--- src/rtl/roi_pkg.sv ---
// Shared types and default geometry for the ROI crop sequentializer.
package roi_pkg;

    localparam int unsigned DEF_BUS_W   = 256;
    localparam int unsigned DEF_PIX_W   = 8;
    localparam int unsigned DEF_IN_ROWS = 480;
    localparam int unsigned DEF_IN_COLS = 640;

    localparam int unsigned PPB   = DEF_BUS_W / DEF_PIX_W;
    localparam int unsigned COL_W = $clog2(DEF_IN_COLS);
    localparam int unsigned ROW_W = $clog2(DEF_IN_ROWS);

    // Coordinate fields are sized for the largest frame; narrower instances zero-extend.
    localparam int unsigned COORD_W = 16;

    typedef enum logic [1:0] {IDLE, RUN, DONE} state_t;

    typedef struct packed {
        logic [COORD_W-1:0] x0;
        logic [COORD_W-1:0] y0;
    } roi_coord_t;

endpackage

--- src/rtl/roi_crop_sequentializer_if.sv ---
// Input beat stream and per-ROI pixel streams of the crop sequentializer.
interface roi_crop_sequentializer_if #(
    parameter int unsigned BUS_W = 256,
    parameter int unsigned PIX_W = 8,
    parameter int unsigned N_ROI = 2
);

    logic                            s_axis_tvalid;
    logic                            s_axis_tready;
    logic [BUS_W-1:0]                s_axis_tdata;
    logic [N_ROI-1:0]                m_axis_tvalid;
    logic [N_ROI-1:0]                m_axis_tready;
    logic [N_ROI-1:0][PIX_W-1:0]     m_axis_tdata;
    logic [N_ROI-1:0]                m_axis_tlast;

    // slave: the sequentializer side (sinks beats, sources crop streams).
    modport slave (
        input  s_axis_tvalid, s_axis_tdata, m_axis_tready,
        output s_axis_tready, m_axis_tvalid, m_axis_tdata, m_axis_tlast
    );

    modport master (
        output s_axis_tvalid, s_axis_tdata, m_axis_tready,
        input  s_axis_tready, m_axis_tvalid, m_axis_tdata, m_axis_tlast
    );

endinterface

--- src/rtl/roi_window_match.sv ---
// Combinational window test for one ROI, plus the coordinate clamp applied at latch time.
module roi_window_match
    import roi_pkg::*;
#(
    parameter int unsigned IN_ROWS  = 480,
    parameter int unsigned IN_COLS  = 640,
    parameter int unsigned OUT_ROWS = 48,
    parameter int unsigned OUT_COLS = 48
) (
    input  logic [$clog2(IN_COLS)-1:0] raw_x0,
    input  logic [$clog2(IN_ROWS)-1:0] raw_y0,
    input  roi_coord_t                 coord,
    input  logic [$clog2(IN_ROWS)-1:0] row,
    input  logic [$clog2(IN_COLS)-1:0] col,
    output roi_coord_t                 clamped,
    output logic                       want,
    output logic                       is_last
);

    localparam int unsigned MAX_X0 = IN_COLS - OUT_COLS;
    localparam int unsigned MAX_Y0 = IN_ROWS - OUT_ROWS;

    function automatic logic [COORD_W-1:0] clamp(input int unsigned v, input int unsigned max_v);
        return (v > max_v) ? COORD_W'(max_v) : COORD_W'(v);
    endfunction

    int unsigned x0, y0, r, c;

    always_comb begin
        x0 = 32'(coord.x0);
        y0 = 32'(coord.y0);
        r  = 32'(row);
        c  = 32'(col);
        clamped.x0 = clamp(32'(raw_x0), MAX_X0);
        clamped.y0 = clamp(32'(raw_y0), MAX_Y0);
        want    = (c >= x0) && (c < x0 + OUT_COLS) && (r >= y0) && (r < y0 + OUT_ROWS);
        is_last = (c == x0 + OUT_COLS - 1) && (r == y0 + OUT_ROWS - 1);
    end

endmodule

--- src/rtl/roi_crop_sequentializer.sv ---
// Serialises packed pixel beats one pixel per cycle and routes each pixel to every
// crop window that contains it; one frame per ap_start.
module roi_crop_sequentializer
    import roi_pkg::*;
#(
    parameter int unsigned BUS_W    = DEF_BUS_W,
    parameter int unsigned PIX_W    = DEF_PIX_W,
    parameter int unsigned IN_ROWS  = DEF_IN_ROWS,
    parameter int unsigned IN_COLS  = DEF_IN_COLS,
    parameter int unsigned OUT_ROWS = 48,
    parameter int unsigned OUT_COLS = 48,
    parameter int unsigned N_ROI    = 2
) (
    input  logic                                 clk,
    input  logic                                 ap_rst_n,
    input  logic                                 ap_start,
    output logic                                 ap_ready,
    output logic                                 ap_idle,
    output logic                                 ap_done,
    input  logic [N_ROI-1:0][$clog2(IN_COLS)-1:0] crop_x0,
    input  logic [N_ROI-1:0][$clog2(IN_ROWS)-1:0] crop_y0,
    roi_crop_sequentializer_if.slave             axis
);

    localparam int unsigned BEAT_PIX = BUS_W / PIX_W;
    localparam int unsigned IDX_W    = (BEAT_PIX > 1) ? $clog2(BEAT_PIX) : 1;
    localparam int unsigned COL_BITS = $clog2(IN_COLS);
    localparam int unsigned ROW_BITS = $clog2(IN_ROWS);

    state_t                         state_q, state_d;
    logic                           ap_ready_q;
    logic [BEAT_PIX-1:0][PIX_W-1:0] hold_q;
    logic                           hold_valid_q;
    logic [IDX_W-1:0]               pix_idx_q;
    logic [ROW_BITS-1:0]            row_q;
    logic [COL_BITS-1:0]            col_q;
    roi_coord_t                     coord_q [N_ROI];
    roi_coord_t                     clamped [N_ROI];
    logic [N_ROI-1:0]               want, is_last;
    logic [N_ROI-1:0]               out_valid_q, out_last_q;
    logic [N_ROI-1:0][PIX_W-1:0]    out_data_q;
    logic [PIX_W-1:0]               cur_pix;
    logic advance, last_in_beat, last_col, frame_end, all_empty, start, s_fire, running;

    for (genvar k = 0; k < N_ROI; k++) begin : g_roi
        roi_window_match #(
            .IN_ROWS  (IN_ROWS),
            .IN_COLS  (IN_COLS),
            .OUT_ROWS (OUT_ROWS),
            .OUT_COLS (OUT_COLS)
        ) u_match (
            .raw_x0  (crop_x0[k]),
            .raw_y0  (crop_y0[k]),
            .coord   (coord_q[k]),
            .row     (row_q),
            .col     (col_q),
            .clamped (clamped[k]),
            .want    (want[k]),
            .is_last (is_last[k])
        );
    end

    always_ff @(posedge clk or negedge ap_rst_n) begin
        if (!ap_rst_n) state_q <= IDLE;
        else           state_q <= state_d;
    end

    always_comb begin
        state_d = state_q;
        unique case (state_q)
            IDLE:    if (ap_start)  state_d = RUN;
            RUN:     if (frame_end) state_d = DONE;
            DONE:    if (all_empty) state_d = IDLE;
            default: state_d = IDLE;
        endcase
    end

    always_comb begin
        all_empty = ~|out_valid_q;
        ap_idle   = (state_q == IDLE);
        running   = (state_q == RUN);
        start     = ap_idle && ap_start;
        ap_done   = (state_q == DONE) && all_empty;
    end

    // A stalled wanting channel freezes the whole stream so nothing is dropped.
    always_comb begin
        cur_pix      = hold_q[pix_idx_q];
        advance      = running && hold_valid_q && (&(~want | ~out_valid_q | axis.m_axis_tready));
        last_in_beat = (pix_idx_q == IDX_W'(BEAT_PIX - 1));
        last_col     = (col_q == COL_BITS'(IN_COLS - 1));
        frame_end    = advance && last_col && (row_q == ROW_BITS'(IN_ROWS - 1));
        axis.s_axis_tready = running && (!hold_valid_q || (last_in_beat && advance && !frame_end));
        s_fire       = axis.s_axis_tvalid && axis.s_axis_tready;
    end

    always_ff @(posedge clk or negedge ap_rst_n) begin
        if (!ap_rst_n) begin
            ap_ready_q   <= 1'b0;
            hold_q       <= '0;
            hold_valid_q <= 1'b0;
            pix_idx_q    <= '0;
            row_q        <= '0;
            col_q        <= '0;
            for (int k = 0; k < N_ROI; k++) coord_q[k] <= '0;
        end else begin
            ap_ready_q <= start;
            if (start) begin
                for (int k = 0; k < N_ROI; k++) coord_q[k] <= clamped[k];
            end
            if (s_fire) begin
                hold_q       <= axis.s_axis_tdata;
                hold_valid_q <= 1'b1;
                pix_idx_q    <= '0;
            end else if (advance) begin
                if (last_in_beat) hold_valid_q <= 1'b0;
                pix_idx_q <= pix_idx_q + 1'b1;
            end
            if (start) begin
                row_q <= '0;
                col_q <= '0;
            end else if (advance) begin
                if (last_col) begin
                    col_q <= '0;
                    row_q <= row_q + 1'b1;
                end else begin
                    col_q <= col_q + 1'b1;
                end
            end
        end
    end

    always_ff @(posedge clk or negedge ap_rst_n) begin
        if (!ap_rst_n) begin
            out_valid_q <= '0;
            out_last_q  <= '0;
            out_data_q  <= '0;
        end else begin
            for (int k = 0; k < N_ROI; k++) begin
                if (advance && want[k]) begin
                    out_valid_q[k] <= 1'b1;
                    out_data_q[k]  <= cur_pix;
                    out_last_q[k]  <= is_last[k];
                end else if (axis.m_axis_tready[k]) begin
                    out_valid_q[k] <= 1'b0;
                end
            end
        end
    end

    assign ap_ready           = ap_ready_q;
    assign axis.m_axis_tvalid = out_valid_q;
    assign axis.m_axis_tdata  = out_data_q;
    assign axis.m_axis_tlast  = out_last_q;

endmodule
--- src/flat_wrapper.sv ---
// flat-port wrapper written by rule: the top's interface ports become plain ports
module roi_crop_sequentializer_flat import roi_pkg::*;
#(
    parameter int unsigned BUS_W    = DEF_BUS_W,
    parameter int unsigned PIX_W    = DEF_PIX_W,
    parameter int unsigned IN_ROWS  = DEF_IN_ROWS,
    parameter int unsigned IN_COLS  = DEF_IN_COLS,
    parameter int unsigned OUT_ROWS = 48,
    parameter int unsigned OUT_COLS = 48,
    parameter int unsigned N_ROI    = 2
)
  (clk, ap_rst_n, ap_start, ap_ready, ap_idle, ap_done, crop_x0, crop_y0, axis_s_axis_tvalid, axis_s_axis_tdata, axis_m_axis_tready, axis_s_axis_tready, axis_m_axis_tvalid, axis_m_axis_tdata, axis_m_axis_tlast);
  roi_crop_sequentializer_if #(.BUS_W(BUS_W), .PIX_W(PIX_W), .N_ROI(N_ROI)) axis_i ();
  input  logic clk;
  input  logic ap_rst_n;
  input  logic ap_start;
  output logic ap_ready;
  output logic ap_idle;
  output logic ap_done;
  input  logic [N_ROI-1:0][$clog2(IN_COLS)-1:0] crop_x0;
  input  logic [N_ROI-1:0][$clog2(IN_ROWS)-1:0] crop_y0;
  input wire logic [$bits(axis_i.s_axis_tvalid)-1:0] axis_s_axis_tvalid;
  input wire logic [$bits(axis_i.s_axis_tdata)-1:0] axis_s_axis_tdata;
  input wire logic [$bits(axis_i.m_axis_tready)-1:0] axis_m_axis_tready;
  output wire logic [$bits(axis_i.s_axis_tready)-1:0] axis_s_axis_tready;
  output wire logic [$bits(axis_i.m_axis_tvalid)-1:0] axis_m_axis_tvalid;
  output wire logic [$bits(axis_i.m_axis_tdata)-1:0] axis_m_axis_tdata;
  output wire logic [$bits(axis_i.m_axis_tlast)-1:0] axis_m_axis_tlast;
  assign axis_i.s_axis_tvalid = axis_s_axis_tvalid;
  assign axis_i.s_axis_tdata = axis_s_axis_tdata;
  assign axis_i.m_axis_tready = axis_m_axis_tready;
  assign axis_s_axis_tready = axis_i.s_axis_tready;
  assign axis_m_axis_tvalid = axis_i.m_axis_tvalid;
  assign axis_m_axis_tdata = axis_i.m_axis_tdata;
  assign axis_m_axis_tlast = axis_i.m_axis_tlast;
  roi_crop_sequentializer #(.BUS_W(BUS_W), .PIX_W(PIX_W), .IN_ROWS(IN_ROWS), .IN_COLS(IN_COLS), .OUT_ROWS(OUT_ROWS), .OUT_COLS(OUT_COLS), .N_ROI(N_ROI)) u_core (.clk(clk), .ap_rst_n(ap_rst_n), .ap_start(ap_start), .ap_ready(ap_ready), .ap_idle(ap_idle), .ap_done(ap_done), .crop_x0(crop_x0), .crop_y0(crop_y0), .axis(axis_i));
endmodule
--- config.mk ---
export PLATFORM = sky130hd
export DESIGN_NAME = roi_crop_sequentializer_flat
export DESIGN_NICKNAME = d
export VERILOG_FILES = /design/src/rtl/roi_pkg.sv /design/src/rtl/roi_crop_sequentializer_if.sv /design/src/rtl/roi_window_match.sv /design/src/rtl/roi_crop_sequentializer.sv /design/src/flat_wrapper.sv
export SDC_FILE = /design/constraint.sdc
export NUM_CORES = 1
export LEC_CHECK = 0
export BUFFER_PORTS_ARGS = -buffer_cell sky130_fd_sc_hd__buf_2
export CAP_MARGIN = 10
export CORE_MARGIN = 5
export CORE_UTILIZATION = 44
export CTS_CLUSTER_SIZE = 28
export DETAILED_ROUTE_END_ITERATION = 10
export PLACE_DENSITY = 0.67
export SYNTH_ARGS = -nofsm -noshare
export SYNTH_HDL_FRONTEND = slang
export SYNTH_HIERARCHICAL = 1
export SYNTH_SLANG_ARGS = --single-unit
export TNS_END_PERCENT = 10
--- constraint.sdc ---
create_clock -name clk -period 4.1 [get_ports clk]
set_clock_uncertainty 0.15 [all_clocks]
set_input_delay 0.41 -clock clk [delete_from_list [all_inputs] [get_ports clk]]
set_output_delay 0.41 -clock clk [all_outputs]
set_load 0.05 [all_outputs]
==> out/results.ini <==
[critical_path]
cp_cell_sequence=inv_2, ha_4, nand3b_1, xnor2_2, ha_1, nand4_1, a21oi_1, o31a_1, o32ai_2, a21oi_1, nor4_2, nand3b_1, and4_1, a21boi_2, buf_4, nor3_4, buf_6
arrival_ps=3590
worst_setup_path_start_kind=register
crit_slowest_cell=dfrtp_1
critPathMaxFanout=3
critPathBufInv=3
end_kind=output port
setup.worst_path.class=reg2out
crit_required_ps=3540
critPathMaxStageDelay_ps=360
cp_top_family=simple AND/OR/NAND/NOR gates

[die]
fp.dieH_um=229
die_area_sq_mm=0.0526
num_rows=80
num_io_pins=324
core_area_sq_mm=0.0476
fp.dieW_um=229
initial_utilization_pct=44.5

[sta]
rsz0062_at_grt=true
worst_slack_ps=-51.0
period_share_pct=101
finalMaxSlewViolations=0
finalSetupViolCount=1
slew_headroom_pct=40.0
hold_violations=0
fin_hold_ws_ps=26.6
fin_crit_ps=4150
fmax_mhz=241
setup_tns_ps=-51.0
worst_pin_slew_ps=900

[worst_hold_path]
min_path_type=in2reg

[finish]
fin_nets=2926
area_delta_synth_final_pct=34.9
nFillCells=3712
regArea_sq_mm=0.00922
drive_above_1_share_pct=28.3
multi_input_area_sq_mm=0.0113

[place]
io_buffer_count=323
place_ws_ps=-178
gp_congestion=0.869
dp_hpwl_um=45100

[logic_synthesis]
synth_cells=1906
synth_flop_cell=dfrtp_1
avgSynthCellArea_sq_um=11.1
synth_edf_count=0
ys_warn_count=6
syn_area_sq_mm=0.0212
ys_seq_elements=368
ys_seq_area_share_pct=43.5
async_flop_share_pct=100
ys_types=94

[power_and_ir_drop]
vdd_drop_max_v=0.000464
power_density_mw_per_mm2=625
total_power_uw=17900
leakage_uw=0.0131

[grt]
first_global_vias=19023
grt_overflow=0
use_met3_pct=4.97
use_met2_pct=45.6
track_usage_pct=25.4
grt.met1_usage_pct=30.4
grt_max_degree=104
top_usage_layer=met2
antenna_found_initial=6
grt_first_pass_wirelength_um=107000

[drt]
remaining_drc_errors=0
drt_iter0_drc=1088
vias=17629
ant_nets=0
dr.pass1.iters=6
avgRoutedWirePerCell_um=21.4
vias_per_cell=5.50
totalWireLength_um=68700

[clock_tree]
cts_buffers=42
cts_buffer_depth=3
cts_sinks=368
cts_tree=yes
root_buffer=clkbuf_16
cts_max_level=2
clk_pin_slew_ps=60
clk_latency_ps=590

[run_status]
failed_checks=negative setup slack
status=finished with violations

[flow_run]
drv_cap=0

-- flip-flops by register name, summed over array words and instances, names as in the netlist --
name                       flops
u_core/axis.m_axis_tlast       2
u_core/pix_idx_q               5
u_core/hold_valid_q            1
u_core/row_q                   9
u_core/hold_q                256
u_core/axis.m_axis_tdata      16
u_core/axis.m_axis_tvalid      2
u_core/col_q                  10
u_core/coord_q                64
u_core/ap_ready                1
u_core/state_q                 2
-- stage by stage --
stage	cell area (sq um)	utilization (%)	instances
2_1_floorplan	21300	-	1930
5_1_grt	28600	60.0	3205
3_3_place_gp	23700	49.7	2823
6_report	28600	60.0	3206
4_1_cts	28300	59.4	3190
3_5_place_dp	23700	49.7	2823
-- power by group --
group	switching (uW)	internal [uW]	leakage, uW
clock	1660	2370	0.000739
sequential	1320	5120	0.00458
combinational	3650	3750	0.00774
total	6630	11200	0.0131
-- worst register-to-register path, cell delays in order, from the launching register on --
cell,delay [ps]
dfrtp_1,390
inv_2,100
ha_4,160
and4b_2,260
o31ai_1,200
o211ai_1,150
o32a_1,350
a211o_1,290
o2111a_1,150
nand3b_1,150
and4_1,250
a21boi_2,70
buf_4,140
nor3_4,190
buf_12,150
buf_16,180
buf_12,210
mux2_1,390
-- final timing paths --
check	from	to	slack, ps	cells after the start
worst max-delay path	u_core/coord_q[52]	axis_s_axis_tready	-50	17
worst min-delay path	crop_y0[1]	u_core/coord_q[33]	30	4
worst max register to register	u_core/coord_q[5]	u_core/hold_q[20]	70	17
worst min register to register	u_core/hold_q[213]	u_core/hold_q[213]	330	1
max in group asynchronous	ap_rst_n	u_core/hold_q[5]	2480	3
min in group asynchronous	ap_rst_n	u_core/coord_q[41]	320	2
-- kinds of logic after synthesis --
family | synth area share [%]
AO/OA/AOI/OAI | 8.48
AND/OR/NAND/NOR | 12.9
buffers and inverters | 4.96
XOR/XNOR | 4.06
other | 0.0355
flip-flops | 43.5
adder cells (fa/ha/maj) | 4.42
multiplexers | 21.7
-- cells in the mapped netlist, drive strengths merged, types with 7 or more instances --
cell type,number,area share [%]
a311oi,8,0.36
dfrtp,368,43
buf,81,2.9
inv,68,1.2
a21oi,48,1.1
nand4,24,0.84
nand2,263,4.7
mux2i,42,2.0
nor2b,32,0.95
and3,10,0.30
a31oi,11,0.32
o31ai,7,0.25
or3,10,0.30
nor3,21,0.57
xnor2,63,2.6
a21o,12,0.43
o21ai,53,1.3
clkbuf,45,0.80
or2,13,0.38
xor2,30,1.3
o211ai,19,0.67
nor2,62,1.1
ha,74,4.4
nor4,21,0.75
o221ai,10,0.41
a22oi,11,0.39
o21a,10,0.35
mux4,48,5.1
nand3b,10,0.35
nand2b,7,0.21
nand3,35,0.83
and2,8,0.24
mux2,273,15
o22ai,11,0.32
-- per-layer routing --
layer  vias up  wire length [um]
met5         -                 0
met4         0              2890
met3       156              3880
met2       651             35400
met1      8720             26600
li1       8102                 -
-- layout by cell type, fill, tap and decap left out, drive strengths merged, types with 13 or more instances in the layout --
| cell | count |
|---|---|
| a21oi | 48 |
| buf | 425 |
| clkbuf | 61 |
| clkinv | 15 |
| conb | 26 |
| dfrtp | 368 |
| dlygate4sd3 | 273 |
| ha | 74 |
| inv | 70 |
| mux2 | 273 |
| mux2i | 42 |
| mux4 | 48 |
| nand2 | 263 |
| nand3 | 35 |
| nand4 | 24 |
| nor2 | 62 |
| nor2b | 32 |
| nor3 | 21 |
| nor4 | 21 |
| o211ai | 19 |
| o21ai | 53 |
| or2 | 13 |
| xnor2 | 63 |
| xor2 | 30 |
-- area by class of cell --
cell class | instances | share of cell area (%)
clock buffer | 55 | 4.27
sequential | 368 | 32.3
clock inverter | 21 | 0.915
antenna | 7 | 0.0613
timing repair buffer | 704 | 19.3
multi-input combinational | 1367 | 39.6
inverter | 69 | 0.906
tap | 615 | 2.69
-- timing repair --
item                                    4_1_cts  5_1_grt
gates resized for setup                      58       11
hold buffers                                273        0
pin swaps                                    26        3
setup buffers                                18        3
gates cloned                                  0        6
endpoints found under the hold margin       372        0
endpoints found under the setup margin      253      250
No activity file was read; power rests on OpenSTA's default activity.
